<file path="config.mk">
export PLATFORM = sky130hd
export DESIGN_NAME = ramb8_loader
export DESIGN_NICKNAME = d
export VERILOG_FILES = /design/src/rtl/ramb_pkg.sv /design/src/rtl/ramb8_loader_sum.sv /design/src/rtl/ramb8_loader.sv
export SDC_FILE = /design/constraint.sdc
export NUM_CORES = 1
export LEC_CHECK = 0
export BUFFER_PORTS_ARGS = -buffer_cell sky130_fd_sc_hd__buf_2
export CORE_ASPECT_RATIO = 0.6
export CORE_MARGIN = 1
export CORE_UTILIZATION = 50
export CTS_CLUSTER_DIAMETER = 150
export DETAILED_ROUTE_END_ITERATION = 12
export PLACE_DENSITY = 0.79
export SYNTH_ARGS = -nofsm -noshare
export SYNTH_HDL_FRONTEND = slang
export SYNTH_SLANG_ARGS = --single-unit
</file>
<file path="constraint.sdc">
create_clock -name CLKIN -period 3.8 [get_ports CLKIN]
set_input_delay 0.19 -clock CLKIN [delete_from_list [all_inputs] [get_ports CLKIN]]
set_output_delay 0.19 -clock CLKIN [all_outputs]
set_load 0.1 [all_outputs]
</file>
<file path="src/rtl/ramb_pkg.sv">
// Shared definitions for the RAMB16BWER byte loader: sizes, state encoding,
// block-RAM port-mapping constants and the load-length clamp.
package ramb_pkg;

  localparam int unsigned ADDR_WIDTH = 11;
  localparam int unsigned DATA_WIDTH = 8;
  localparam int unsigned DEPTH      = 1 << ADDR_WIDTH;
  localparam int unsigned CNT_WIDTH  = ADDR_WIDTH + 1;

  // RAMB16BWER mapping in 9-bit mode: byte address sits at ADDRA[13:3], WEA is 4 bits
  localparam int unsigned ADDR_LSB = 3;
  localparam int unsigned WE_BYTES = 4;

  typedef enum logic [1:0] {
    ST_IDLE   = 2'd0,
    ST_WRITE  = 2'd1,
    ST_VERIFY = 2'd2,
    ST_DONE   = 2'd3
  } state_e;

  // Lengths beyond the RAM size saturate at DEPTH
  function automatic logic [CNT_WIDTH-1:0] clamp_len(input logic [CNT_WIDTH-1:0] len);
    return (len > CNT_WIDTH'(DEPTH)) ? CNT_WIDTH'(DEPTH) : len;
  endfunction

endpackage

</file>
<file path="src/rtl/ramb8_loader_sum.sv">
// 8-bit modular accumulator with synchronous clear (priority) and enable.
module ramb8_sum
  import ramb_pkg::*;
(
  input  logic                  clk,
  input  logic                  rst_n,
  input  logic                  clr_i,
  input  logic                  en_i,
  input  logic [DATA_WIDTH-1:0] din_i,
  output logic [DATA_WIDTH-1:0] sum_o
);

  logic [DATA_WIDTH-1:0] sum_q;

  // Carries out of bit 7 are dropped by the 8-bit add
  always_ff @(posedge clk or negedge rst_n) begin
    if (!rst_n) begin
      sum_q <= '0;
    end else if (clr_i) begin
      sum_q <= '0;
    end else if (en_i) begin
      sum_q <= sum_q + din_i;
    end
  end

  assign sum_o = sum_q;

endmodule

</file>
<file path="src/rtl/ramb8_loader.sv">
// Streams bytes into one 9-bit-wide RAMB16BWER port, reads the region back and
// compares the readback sum with the write sum.
module ramb8_loader
  import ramb_pkg::*;
(
  input  logic                  CLKIN,
  input  logic                  RESETN,
  input  logic                  START,
  input  logic [CNT_WIDTH-1:0]  LEN,
  input  logic [DATA_WIDTH-1:0] DIN,
  input  logic                  DIN_VALID,
  output logic                  DIN_READY,
  output logic                  RAM_EN,
  output logic                  RAM_WE,
  output logic [ADDR_WIDTH-1:0] RAM_ADDR,
  output logic [DATA_WIDTH-1:0] RAM_DI,
  input  logic [DATA_WIDTH-1:0] RAM_DO,
  output logic                  BUSY,
  output logic                  DONE,
  output logic                  PASS
);

  state_e                state_q;
  logic [CNT_WIDTH-1:0]  n_q;
  logic [CNT_WIDTH-1:0]  wcnt_q;
  logic [CNT_WIDTH-1:0]  rcnt_q;
  logic                  rvld_q;
  logic                  busy_q;
  logic                  done_q;
  logic                  pass_q;
  logic [DATA_WIDTH-1:0] wsum;
  logic [DATA_WIDTH-1:0] rsum;

  logic                  start_ok;
  logic                  wr_acc;
  logic                  rd_issue;
  logic [CNT_WIDTH-1:0]  len_n;
  logic [DATA_WIDTH-1:0] rsum_final;

  assign start_ok   = START && ((state_q == ST_IDLE) || (state_q == ST_DONE));
  assign wr_acc     = (state_q == ST_WRITE) && DIN_VALID;
  assign rd_issue   = (state_q == ST_VERIFY) && (rcnt_q < n_q);
  assign len_n      = clamp_len(LEN);
  assign rsum_final = rsum + RAM_DO;

  // Write and read sums, both cleared by an accepted START
  ramb8_sum u_wsum (
    .clk   (CLKIN),
    .rst_n (RESETN),
    .clr_i (start_ok),
    .en_i  (wr_acc),
    .din_i (DIN),
    .sum_o (wsum)
  );

  ramb8_sum u_rsum (
    .clk   (CLKIN),
    .rst_n (RESETN),
    .clr_i (start_ok),
    .en_i  (rvld_q && (state_q == ST_VERIFY)),
    .din_i (RAM_DO),
    .sum_o (rsum)
  );

  // RAM port and handshake decode from state; idle value is all zeros
  always_comb begin
    DIN_READY = 1'b0;
    RAM_EN    = 1'b0;
    RAM_WE    = 1'b0;
    RAM_ADDR  = '0;
    RAM_DI    = '0;
    if (state_q == ST_WRITE) begin
      DIN_READY = 1'b1;
      RAM_EN    = DIN_VALID;
      RAM_WE    = DIN_VALID;
      RAM_ADDR  = wcnt_q[ADDR_WIDTH-1:0];
      RAM_DI    = DIN;
    end else if (rd_issue) begin
      RAM_EN    = 1'b1;
      RAM_ADDR  = rcnt_q[ADDR_WIDTH-1:0];
    end
  end

  // Load sequencer: IDLE/DONE -> WRITE -> VERIFY -> DONE
  always_ff @(posedge CLKIN or negedge RESETN) begin
    if (!RESETN) begin
      state_q <= ST_IDLE;
      n_q     <= '0;
      wcnt_q  <= '0;
      rcnt_q  <= '0;
      rvld_q  <= 1'b0;
      busy_q  <= 1'b0;
      done_q  <= 1'b0;
      pass_q  <= 1'b0;
    end else begin
      case (state_q)
        ST_IDLE, ST_DONE: begin
          if (START) begin
            n_q    <= len_n;
            wcnt_q <= '0;
            rcnt_q <= '0;
            rvld_q <= 1'b0;
            if (len_n == '0) begin
              state_q <= ST_DONE;
              busy_q  <= 1'b0;
              done_q  <= 1'b1;
              pass_q  <= 1'b1;
            end else begin
              state_q <= ST_WRITE;
              busy_q  <= 1'b1;
              done_q  <= 1'b0;
              pass_q  <= 1'b0;
            end
          end
        end
        ST_WRITE: begin
          if (DIN_VALID) begin
            wcnt_q <= wcnt_q + CNT_WIDTH'(1);
            if (wcnt_q == n_q - CNT_WIDTH'(1)) begin
              state_q <= ST_VERIFY;
            end
          end
        end
        ST_VERIFY: begin
          rvld_q <= rd_issue;
          if (rd_issue) begin
            rcnt_q <= rcnt_q + CNT_WIDTH'(1);
          end else begin
            // Last read data is on RAM_DO now; fold it in for the compare
            state_q <= ST_DONE;
            busy_q  <= 1'b0;
            done_q  <= 1'b1;
            pass_q  <= (wsum == rsum_final);
          end
        end
        default: state_q <= ST_IDLE;
      endcase
    end
  end

  assign BUSY = busy_q;
  assign DONE = done_q;
  assign PASS = pass_q;

endmodule

</file>
==> results of run 1 <==
timing repair:
item                       CTS  global route
setup endpoints to repair    0             0
setup buffers                0             0
hold buffers                 1             0
hold endpoints to repair    24             0
routing by layer:
metal,wire [um],GRT usage,vias to the layer above
li1,-,-,2070
met1,6123,0.4006,2113
met2,5197,0.4211,141
met3,998,0.06461,17
met4,195,0.1098,0
met5,0,0,-
synthesized netlist by cell type (all sizes together), types with 4 or more instances:
library cell,number,area (um^2)
nor3b,4,30.03
or3,9,61.31
or2,5,31.28
or4,6,45.04
o31ai,5,37.54
o21ai,47,250.2
a31oi,5,31.28
xor2,16,140.1
a21o,5,37.54
xnor2,21,183.9
inv,28,105.1
ha,31,387.9
and3,8,50.05
nand3b,5,37.54
nand2,60,225.2
nor3,7,35.03
dfrtp,58,1451
o21a,6,45.04
clkbuf,20,75.07
nor2,44,165.2
and2,12,75.07
a21oi,48,240.2
nand4,13,81.33
nor4,4,40.04
a211oi,8,65.06
nand3,26,130.1
kinds of logic (layout without fill, tap and decap cells):
kind of cell	count (synthesis)	count (layout)	synth area share
flip-flops	58	58	0.3232
multiplexers	4	4	0.009195
AO/OA/AOI/OAI	149	149	0.2062
XOR/XNOR	38	38	0.07718
buffers and inverters	51	106	0.04346
adder cells (fa/ha/maj)	33	33	0.09529
AND/OR/NAND/NOR	215	215	0.2455
where the power goes:
group	switching (W)	total [W]	internal (W)
combinational	0.00155	0.00223	0.000680
sequential	0.000197	0.000964	0.000768
clock	0.000278	0.000797	0.000519
total	0.00203	0.00399	0.00197
worst min path at each step:
stage	depth (start not counted)	start	end	slack [ps]
4_1_cts	3	LEN[7]	n_q[7]	80
3_5_place_dp	1	RESETN	u_rsum.sum_o[0]	220
5_1_grt	3	LEN[7]	n_q[7]	100
6_report	3	LEN[7]	n_q[7]	90
2_1_floorplan	0	RESETN	BUSY	-110
3_3_place_gp	1	RESETN	u_rsum.sum_o[0]	220
sequential cells by signal, indices dropped and copies added (netlist names), 2 cells and up:
register and flops:
u_wsum.sum_o 8, n_q 12, u_rsum.sum_o 8, state_q 2, rcnt_q 12, wcnt_q 12
stage by stage:
stage	setup WS [ps]	util	cells
after floorplan	356.7	-	548
after global placement	1117	0.5644	699
after detailed placement	1086	0.5644	699
after CTS	781.9	0.5988	715
after global routing	640.4	0.5988	715
final	738.0	0.5988	715
final cells by class:
cell class                      count  area (um^2)  share of cell area
Tap cell                          112        140.1             0.02714
Inverter                           28        105.1             0.02036
Clock inverter                      3        40.04            0.007756
Clock buffer                       12        246.5             0.04775
Sequential cell                    58         1451              0.2811
Multi-Input combinational cell    439         2844              0.5509
Timing Repair Buffer               63        335.3             0.06495
worst register-to-register path, delay by kind of cell, from the launching register on:
| kind | cells | cell delay, ps |
|---|---|---|
| AOI/OAI and AO/OA | 5 | 1100 |
| adders and majority gates | 2 | 660 |
| and+or+nand+nor | 1 | 550 |
| DFF | 1 | 370 |
==> impl_metrics.py, run 1 <==
metrics = {
    "worst_setup_path": {
        "critPathTopFamily": "buffers and inverters",
        "r2r_cells": 8,
        "rr_startpoint": "u_rsum.sum_o[0]",
        "crit_path_end_kind": "output port",
        "r2r_slack_ps": 1050,
        "crit_type": "register to output port",
        "crit_chain": "inv_1 -> ha_1 -> or2_2 -> a31oi_1 -> buf_4 -> nand2_1 -> o22ai_1 -> buf_2",
        "critPathMaxStageDelay_ps": 500,
        "cp_num_cells": 8,
        "crit_slowest_cell": "dfrtp_1",
        "r2r_end": "PASS",
        "cp.arrival_ps": 2870,
        "startpoint": "n_q[3]",
        "critPathLaunchType": "register",
        "crit_path_end": "RAM_ADDR[3]",
        "worstPathBufferInverterCount": 3,
        "crit_fanout": 13,
        "cp.required_ps": 3610,
    },
    "clock_tree": {
        "post_cts_resize_count": 0,
        "cts_buffers": 9,
        "cts_sinks": 58,
        "clockRootBuffer": "clkbuf_16",
        "path_clk_slew_ps": 60,
        "cts_tree": "yes",
        "cts_buffer_depth": 2,
        "cts-htree-levels": 3,
        "clkLatencyLatePin_ps": 330,
    },
    "synth": {
        "syn_area_per_cell_um2": 8.194,
        "yosysSeqAreaShare": 0.3232,
        "synth-edff-count": 0,
        "async_flop_share": 1.000,
        "yosysUniqueCellTypes": 62,
        "yosys_warnings": 0,
        "syn_area_um2": 4491,
        "synth_seq_cells": 58,
        "synthFlopType": "dfrtp_1",
        "syn_inst": 548,
        "syn_nets": 613,
    },
    "run": {
        "drv_cap": 0,
    },
    "timing": {
        "rsz0062_at_grt": "no",
        "whs_ps": 85.62,
        "setup_viol": 0,
        "fin_setup_tns_ps": 0,
        "period_needed_ps": 3062,
        "finalHoldViolCount": 0,
        "fin_skew_ps": 9.526,
        "clock.fmax_ghz": 0.3266,
        "fin_crit_sh": 0.8058,
        "slew_violations": 0,
        "worst-slew-pin-transition_ps": 707.5,
        "slew-limit-headroom": 0.5266,
    },
    "layout": {
        "design_area_um2": 5162,
        "mostFrequentLayoutCells": "nand2_1, dfrtp_1, buf_2",
        "area_growth_pct": 14.96,
        "drive_gt1_frac": 0.1443,
        "n_fill_cell": 739,
        "n_antenna_cell": 0,
        "final_common_cell": "nand2_1",
        "finalNetCount": 664,
    },
    "global_routing": {
        "first_global_vias": 4060,
        "antenna_found_initial": 0,
        "grt_pass1_wl_mm": 20.25,
        "gr-total-overflow": 0,
        "grt_max_degree": 35,
        "track_usage": 0.2817,
    },
    "die": {
        "die_h_um": 75.41,
        "die_w_um": 124.3,
        "ioPinCount": 57,
        "fp.coreArea_um2": 8621,
        "initial_core_util": 0.5209,
        "design.die.area_um2": 9376,
        "num_rows": 26,
    },
    "pwr": {
        "leakage_nw": 2.337,
        "power_w": 0.003992,
        "powerDensity_nw_per_um2": 773.2,
        "peakVddDrop_v": 0.0005549,
    },
    "hold_path": {
        "min_path_type": "primary input to register",
    },
    "drt": {
        "drtAntennaViolNets": 0,
        "post_drt_wl_per_cell_um": 17.50,
        "viasPerCell": 6.071,
        "drt_iter0_drc": 403,
        "drc_errors": 0,
        "dr.pass1.iters": 5,
        "route.vias.total": 4341,
        "wirelength_mm": 12.51,
    },
    "outcome": {
        "status": "complete, no violations",
    },
    "placed_design": {
        "placed_area_um2": 4866,
        "numPortBuffers": 56,
        "routabilityCongestion": 0.9298,
        "hpwl_mm": 9.563,
    },
}
Note: power is estimated with default switching activity, not from simulation.
==> inputs of run 2 (changes only) <==
ABC_AREA = 1   (was unset)
PLACE_DENSITY = 0.8   (was 0.79)
clock period = 2.82 ns   (was 3.8 ns; I/O delays follow)
==> run 2 against run 1 <==
  * Sequential cell count unchanged
  * Via count increased by 5.5%
  * Power increased by 45%
  * Global-route usage increased by 1.0 points
  * Sequential power increased by 33%
  * Sequential share of layout area decreased by 0.25 points
==> impl_metrics.py, run 2 <==
metrics = {
    "outcome": {
        "status": "complete, no violations",
    },
    "layout": {
        "final_common_cell": "nand2_1",
        "multiInputGateArea_um2": 2552,
        "fin_util": 0.6088,
        "regArea_um2": 1451,
        "area_growth_pct": 17.67,
        "drive_gt1_frac": 0.1396,
        "n_antenna_cell": 0,
        "n_fill_cell": 754,
        "mostFrequentLayoutCells": "nand2_1, inv_1, dfrtp_1",
        "finalNetCount": 762,
        "reg_top3": "n_q (12), rcnt_q (12), wcnt_q (12)",
    },
    "run": {
        "drv_cap": 0,
    },
    "worst_setup_path": {
        "crit_fanout": 12,
        "cp.required_ps": 2680,
        "crit_path_end_kind": "output port",
        "crit_type": "register to output port",
        "rr_startpoint": "state_q[0]",
        "critPathLaunchType": "register",
        "r2r_slack_ps": 590,
        "crit_path_end": "RAM_EN",
        "r2r_end": "wcnt_q[10]",
        "cp.arrival_ps": 2460,
        "r2r_cells": 9,
        "startpoint": "n_q[3]",
    },
    "global_routing": {
        "gr-total-overflow": 0,
        "antenna_found_initial": 0,
        "first_global_vias": 4025,
        "track_usage": 0.2920,
        "grt_max_degree": 40,
        "grt_pass1_wl_mm": 20.02,
    },
    "timing": {
        "setup_viol": 0,
        "slew-limit-headroom": 0.3945,
        "clock.fmax_ghz": 0.3848,
        "worst-slew-pin-transition_ps": 908.2,
        "fin_skew_ps": 9.095,
        "fin_ws_ps": 221.1,
        "rsz0062_at_grt": "no",
        "slew_violations": 0,
        "period_needed_ps": 2599,
        "finalHoldViolCount": 0,
        "whs_ps": 44.23,
        "fin_crit_sh": 0.9216,
    },
    "synth": {
        "yosysSeqAreaShare": 0.3279,
        "synth-simple-area-share": 0.3143,
        "syn_nets": 696,
        "syn_area_um2": 4427,
        "synth_most_common_cell": "nand2_1",
        "synth_top_family_by_area": "simple AND/OR/NAND/NOR gates",
        "syn_inst": 631,
        "yosysTopAreaCell": "dfrtp_1",
        "yosys-top-cells-count": "nand2_1, inv_1, dfrtp_1, nor2_1, nand3_1",
        "async_flop_share": 1.000,
        "yosysUniqueCellTypes": 39,
        "synthFlopType": "dfrtp_1",
        "synth_top_area_share": 0.3279,
        "synth_compound_area_frac": 0.1181,
        "synth_seq_cells": 58,
        "synthXorXnorAreaFrac": 0.04748,
        "synthMuxAreaShare": 0,
        "synth_fa_ha_area_frac": 0.09666,
        "yosys_warnings": 0,
        "synth_area_leaders": "dfrtp_1, nand2_1, ha_1",
        "synth-edff-count": 0,
        "syn_area_per_cell_um2": 7.015,
    },
    "die": {
        "ioPinCount": 57,
        "die_h_um": 74.89,
        "num_rows": 26,
        "die_w_um": 123.5,
        "design.die.area_um2": 9246,
        "fp.coreArea_um2": 8556,
        "initial_core_util": 0.5174,
    },
    "hold_path": {
        "min_path_type": "primary input to register",
    },
    "drt": {
        "drc_errors": 0,
        "viasPerCell": 5.624,
        "dr.pass1.iters": 5,
        "route.vias.total": 4578,
        "drt_iter0_drc": 538,
        "drtAntennaViolNets": 0,
        "post_drt_wl_per_cell_um": 15.72,
        "wirelength_mm": 12.80,
    },
    "placed_design": {
        "post-place-ws_ps": 299.7,
        "numPortBuffers": 56,
        "routabilityCongestion": 0.9402,
        "hpwl_mm": 9.790,
    },
    "clock_tree": {
        "cts_buffers": 9,
        "path_clk_slew_ps": 60,
        "clkLatencyLatePin_ps": 340,
        "clockRootBuffer": "clkbuf_16",
        "cts_tree": "yes",
        "cts_buffer_depth": 2,
        "cts_sinks": 58,
        "cts-htree-levels": 3,
    },
    "pwr": {
        "leakage_nw": 2.716,
        "powerDensity_nw_per_um2": 1111,
        "peakVddDrop_v": 0.0007172,
    },
}
[run 2: cell count changes in the layout (fill, tap and decap cells not counted), moves of 14 or more]
| cell | before | now |
|---|---|---|
| nand3_1 | 26 | 51 |
| xnor2_1 | 21 | 7 |
| a21oi_1 | 48 | 23 |
| o22ai_1 | 2 | 21 |
| inv_1 | 28 | 97 |
| nand2_1 | 60 | 164 |
[run 2: worst max-delay path, stage by stage (launching register included)]
cell     delay (ps)
dfrtp_1         470
inv_1           160
ha_1            350
a21oi_1         160
nand2_1          80
nand4_1         110
nand4_1         100
buf_4           200
nand2_1          60
buf_2           430
[run 2: timing repair]
| item | CTS | global route |
|---|---|---|
| hold buffers | 1 | 0 |
| gates resized for setup | 11 | 0 |
| pin swaps | 0 | 1 |
| gates cloned | 0 | 0 |
| setup endpoints to repair | 11 | 12 |
| setup buffers | 0 | 1 |
| endpoints found under the hold margin | 38 | 0 |
[run 2: cell families (layout without fill, tap and decap cells)]
logic type / after synthesis / count (layout)
AO/OA/AOI/OAI: 93 / 93
XOR/XNOR: 24 / 24
adder cells (fa/ha/maj): 33 / 33
buffers and inverters: 109 / 180
flip-flops: 58 / 58
AND/OR/NAND/NOR: 314 / 314
[run 2: worst min path at each step]
| stage | from | end | cells past startpoint |
|---|---|---|---|
| after floorplan | RESETN | BUSY | 0 |
| after global placement | RESETN | wcnt_q[9] | 1 |
| after detailed placement | RESETN | n_q[9] | 1 |
| after CTS | LEN[10] | n_q[10] | 3 |
| after global routing | LEN[10] | n_q[10] | 3 |
| final | LEN[10] | n_q[10] | 3 |
[run 2: metal layers]
metal	up-vias	track usage	wire length, um
met5	-	0	0
met4	0	0.06693	112
met3	17	0.09697	1530
met2	254	0.3954	5159
met1	2116	0.4419	5993
li1	2191	-	-
[run 2: layout make-up]
class                      instances  area share
clock buffer                      11     0.04660
tap                              112     0.02690
sequential                        58      0.2786
timing repair buffer              63     0.06966
clock inverter                     5     0.01489
multi-input combinational        464      0.4900
inverter                         101     0.07326
[run 2: stage by stage]
stage,std cells,total power (W),TNS (ps),instance area (um^2)
global route,814,0.006184,0,5209
CTS,813,0.005720,0,5201
floorplan,631,0.003786,-5322,4427
detailed placement,796,0.004499,0,4843
global placement,796,0.004400,0,4843
finish,814,0.005786,0,5209
[run 2: report_power, final]
| part | internal (W) | switching (W) |
|---|---|---|
| Clock | 0.000794 | 0.000402 |
| Combinational | 0.000940 | 0.00237 |
| Sequential | 0.00106 | 0.000221 |
==> inputs of run 3 (changes only) <==
ABC_AREA = unset   (was 1)
CORE_ASPECT_RATIO = 1.1   (was 0.6)
PLACE_DENSITY = 0.79   (was 0.8)
==> run 3 against run 2 <==
  * The run now ends with hold timing left
  * Critical path depth is 2 lower
  * Worst setup slack got worse by 62 ps
  * Critical path type unchanged
  * Utilization increased by 1.9 points
  * Highest routed layer unchanged
  * Worst hold slack got worse by 62 ps
==> impl_metrics.py, run 3 (synthesized netlist as in run 1, its figures left out) <==
metrics = {
    "timing": {
        "setup_viol": 0,
        "fin_ws_ps": 159.4,
        "period_needed_ps": 2661,
        "fin_skew_ps": 8.848,
        "whs_ps": -17.40,
        "slew_violations": 0,
        "worst-slew-pin-transition_ps": 1077,
        "slew-limit-headroom": 0.2823,
        "finalHoldViolCount": 15,
        "fin_crit_sh": 0.9435,
        "clock.fmax_ghz": 0.3759,
        "rsz0062_at_grt": "no",
    },
    "global_routing": {
        "track_usage": 0.2665,
        "first_global_vias": 4125,
        "grt_max_degree": 48,
        "antenna_found_initial": 0,
        "grt_pass1_wl_mm": 19.71,
        "gr-total-overflow": 0,
    },
    "drt": {
        "wirelength_mm": 11.90,
        "drt_iter0_drc": 287,
        "post_drt_wl_per_cell_um": 16.57,
        "drc_errors": 0,
        "viasPerCell": 6.142,
        "dr.pass1.iters": 5,
        "drtAntennaViolNets": 0,
        "route.vias.total": 4410,
    },
    "layout": {
        "final_common_cell": "nand2_1",
        "fin_util": 0.6281,
        "design_area_um2": 5364,
        "finalNetCount": 667,
        "reg_top3": "n_q (12), rcnt_q (12), wcnt_q (12)",
        "regArea_um2": 1455,
        "drive_gt1_frac": 0.1796,
        "area_growth_pct": 19.45,
        "n_antenna_cell": 0,
        "n_fill_cell": 737,
        "multiInputGateArea_um2": 2888,
        "mostFrequentLayoutCells": "nand2_1, dfrtp_1, a21oi_1",
    },
    "pwr": {
        "p_comb_frac": 0.583,
        "peakVddDrop_v": 0.001224,
        "switching_share": 0.5088,
        "switchingPower_w": 0.002702,
        "p_int_w": 0.002608,
        "power_w": 0.005309,
        "powerDensity_nw_per_um2": 989.8,
        "sequentialPowerShare": 0.242,
        "leakage_nw": 2.374,
        "clockPowerShare": 0.175,
    },
    "clock_tree": {
        "cts_sinks": 58,
        "clockRootBuffer": "clkbuf_8",
        "cts_buffer_depth": 2,
        "cts_buffers": 9,
        "cts_tree": "yes",
        "cts_hold_buf": 0,
        "clkLatencyLatePin_ps": 350,
        "cts-htree-levels": 3,
        "path_clk_slew_ps": 80,
    },
    "run": {
        "drv_cap": 0,
    },
    "worst_setup_path": {
        "critPathTopFamily": "compound AO/OA/AOI/OAI gates",
        "r2r_slack_ps": 210,
        "crit_chain": "inv_1 -> ha_1 -> and4_1 -> a211oi_2 -> nand2_2 -> o22ai_1 -> buf_12",
        "critPathMaxStageDelay_ps": 400,
        "crit_path_end_kind": "output port",
        "r2r_cells": 8,
        "crit_fanout": 8,
        "cp.arrival_ps": 2520,
        "rr_startpoint": "u_rsum.sum_o[0]",
        "crit_type": "register to output port",
        "r2r_end": "PASS",
        "cp.required_ps": 2680,
        "worstPathBufferInverterCount": 2,
        "critPathLaunchType": "register",
        "crit_slowest_cell": "dfrtp_1",
    },
    "die": {
        "die_w_um": 92.36,
        "die_h_um": 101.4,
        "num_rows": 35,
        "ioPinCount": 57,
        "fp.coreArea_um2": 8539,
        "initial_core_util": 0.5259,
        "design.die.area_um2": 9365,
    },
    "outcome": {
        "status": "finished with violations",
        "violations": "hold timing",
    },
    "hold_path": {
        "min_path_type": "primary input to async pin",
    },
    "placed_design": {
        "post-place-ws_ps": 195.6,
        "placed_area_um2": 5111,
        "routabilityCongestion": 0.9455,
        "hpwl_mm": 8.934,
        "numPortBuffers": 56,
    },
}
[run 3: cell count changes in the layout (fill, tap and decap cells not counted), moves of 9 or more]
cell	delta
o22ai_1	-19
clkbuf_16	-9
nand3_1	-25
nor2_1	-9
clkbuf_8	+11
nand2_1	-105
o21ai_1	-11
o21ai_2	+9
a21oi_1	+25
and2_1	+12
xnor2_1	+14
buf_12	+12
inv_1	-69
o21ai_0	+9
[run 3: area by class of cell]
type | count | share of cell area
clock buffer | 12 | 0.03079
tap | 111 | 0.02589
timing repair buffer | 66 | 0.1005
clock inverter | 4 | 0.01353
sequential | 58 | 0.2713
multi-input combinational | 439 | 0.5384
inverter | 28 | 0.01959
[run 3: metrics by stage]
stage	hold slack, ps	std cells	TNS (ps)
global placement	370.7	702	0
detailed placement	385.5	702	0
finish	-17.40	718	0
CTS	18.39	718	0
global route	44.32	718	0
floorplan	-154.6	548	-1282
[run 3: worst reg2reg max path, delay by kind of cell, from the launching register on]
| family | cells | cell delay (ps) |
|---|---|---|
| AOI/OAI and AO/OA | 3 | 660 |
| and+or+nand+nor | 2 | 630 |
| xor gates and xnor gates | 1 | 130 |
| DFF | 1 | 380 |
| adders and majority gates | 2 | 750 |
[run 3: worst max-delay path by stage]
stage / start / slack, ps / cells past startpoint / end
4_1_cts: n_q[5] / 10 / 8 / RAM_ADDR[1]
6_report: n_q[9] / 160 / 7 / RAM_ADDR[1]
5_1_grt: n_q[3] / 10 / 8 / RAM_ADDR[2]
2_1_floorplan: n_q[5] / -450 / 7 / RAM_ADDR[1]
3_5_place_dp: u_rsum.sum_o[0] / 200 / 8 / PASS
3_3_place_gp: u_rsum.sum_o[0] / 240 / 8 / PASS
[run 3: power by group through the flow]
stage | logic [W] | clock network [W] | registers [W]
final | 0.00310 | 0.000927 | 0.00129
after global routing | 0.00337 | 0.000966 | 0.00131
after detailed placement | 0.00304 | 0 | 0.00128
after CTS | 0.00307 | 0.000933 | 0.00127
after floorplan | 0.00224 | 0 | 0.00136
after global placement | 0.00295 | 0 | 0.00127
[run 3: per-layer routing]
metal / wire length, um / part of all wire / track usage
met2: 5736 / 0.48 / 0.4348
met4: 315 / 0.026 / 0.1214
met1: 5197 / 0.44 / 0.3545
met5: 0 / 0 / 0
met3: 650 / 0.055 / 0.03453
[run 3: repair_timing]
action	in CTS	in global routing
gates resized for setup	0	6
hold endpoints to repair	0	0
setup endpoints to repair	0	12
setup buffers	0	0
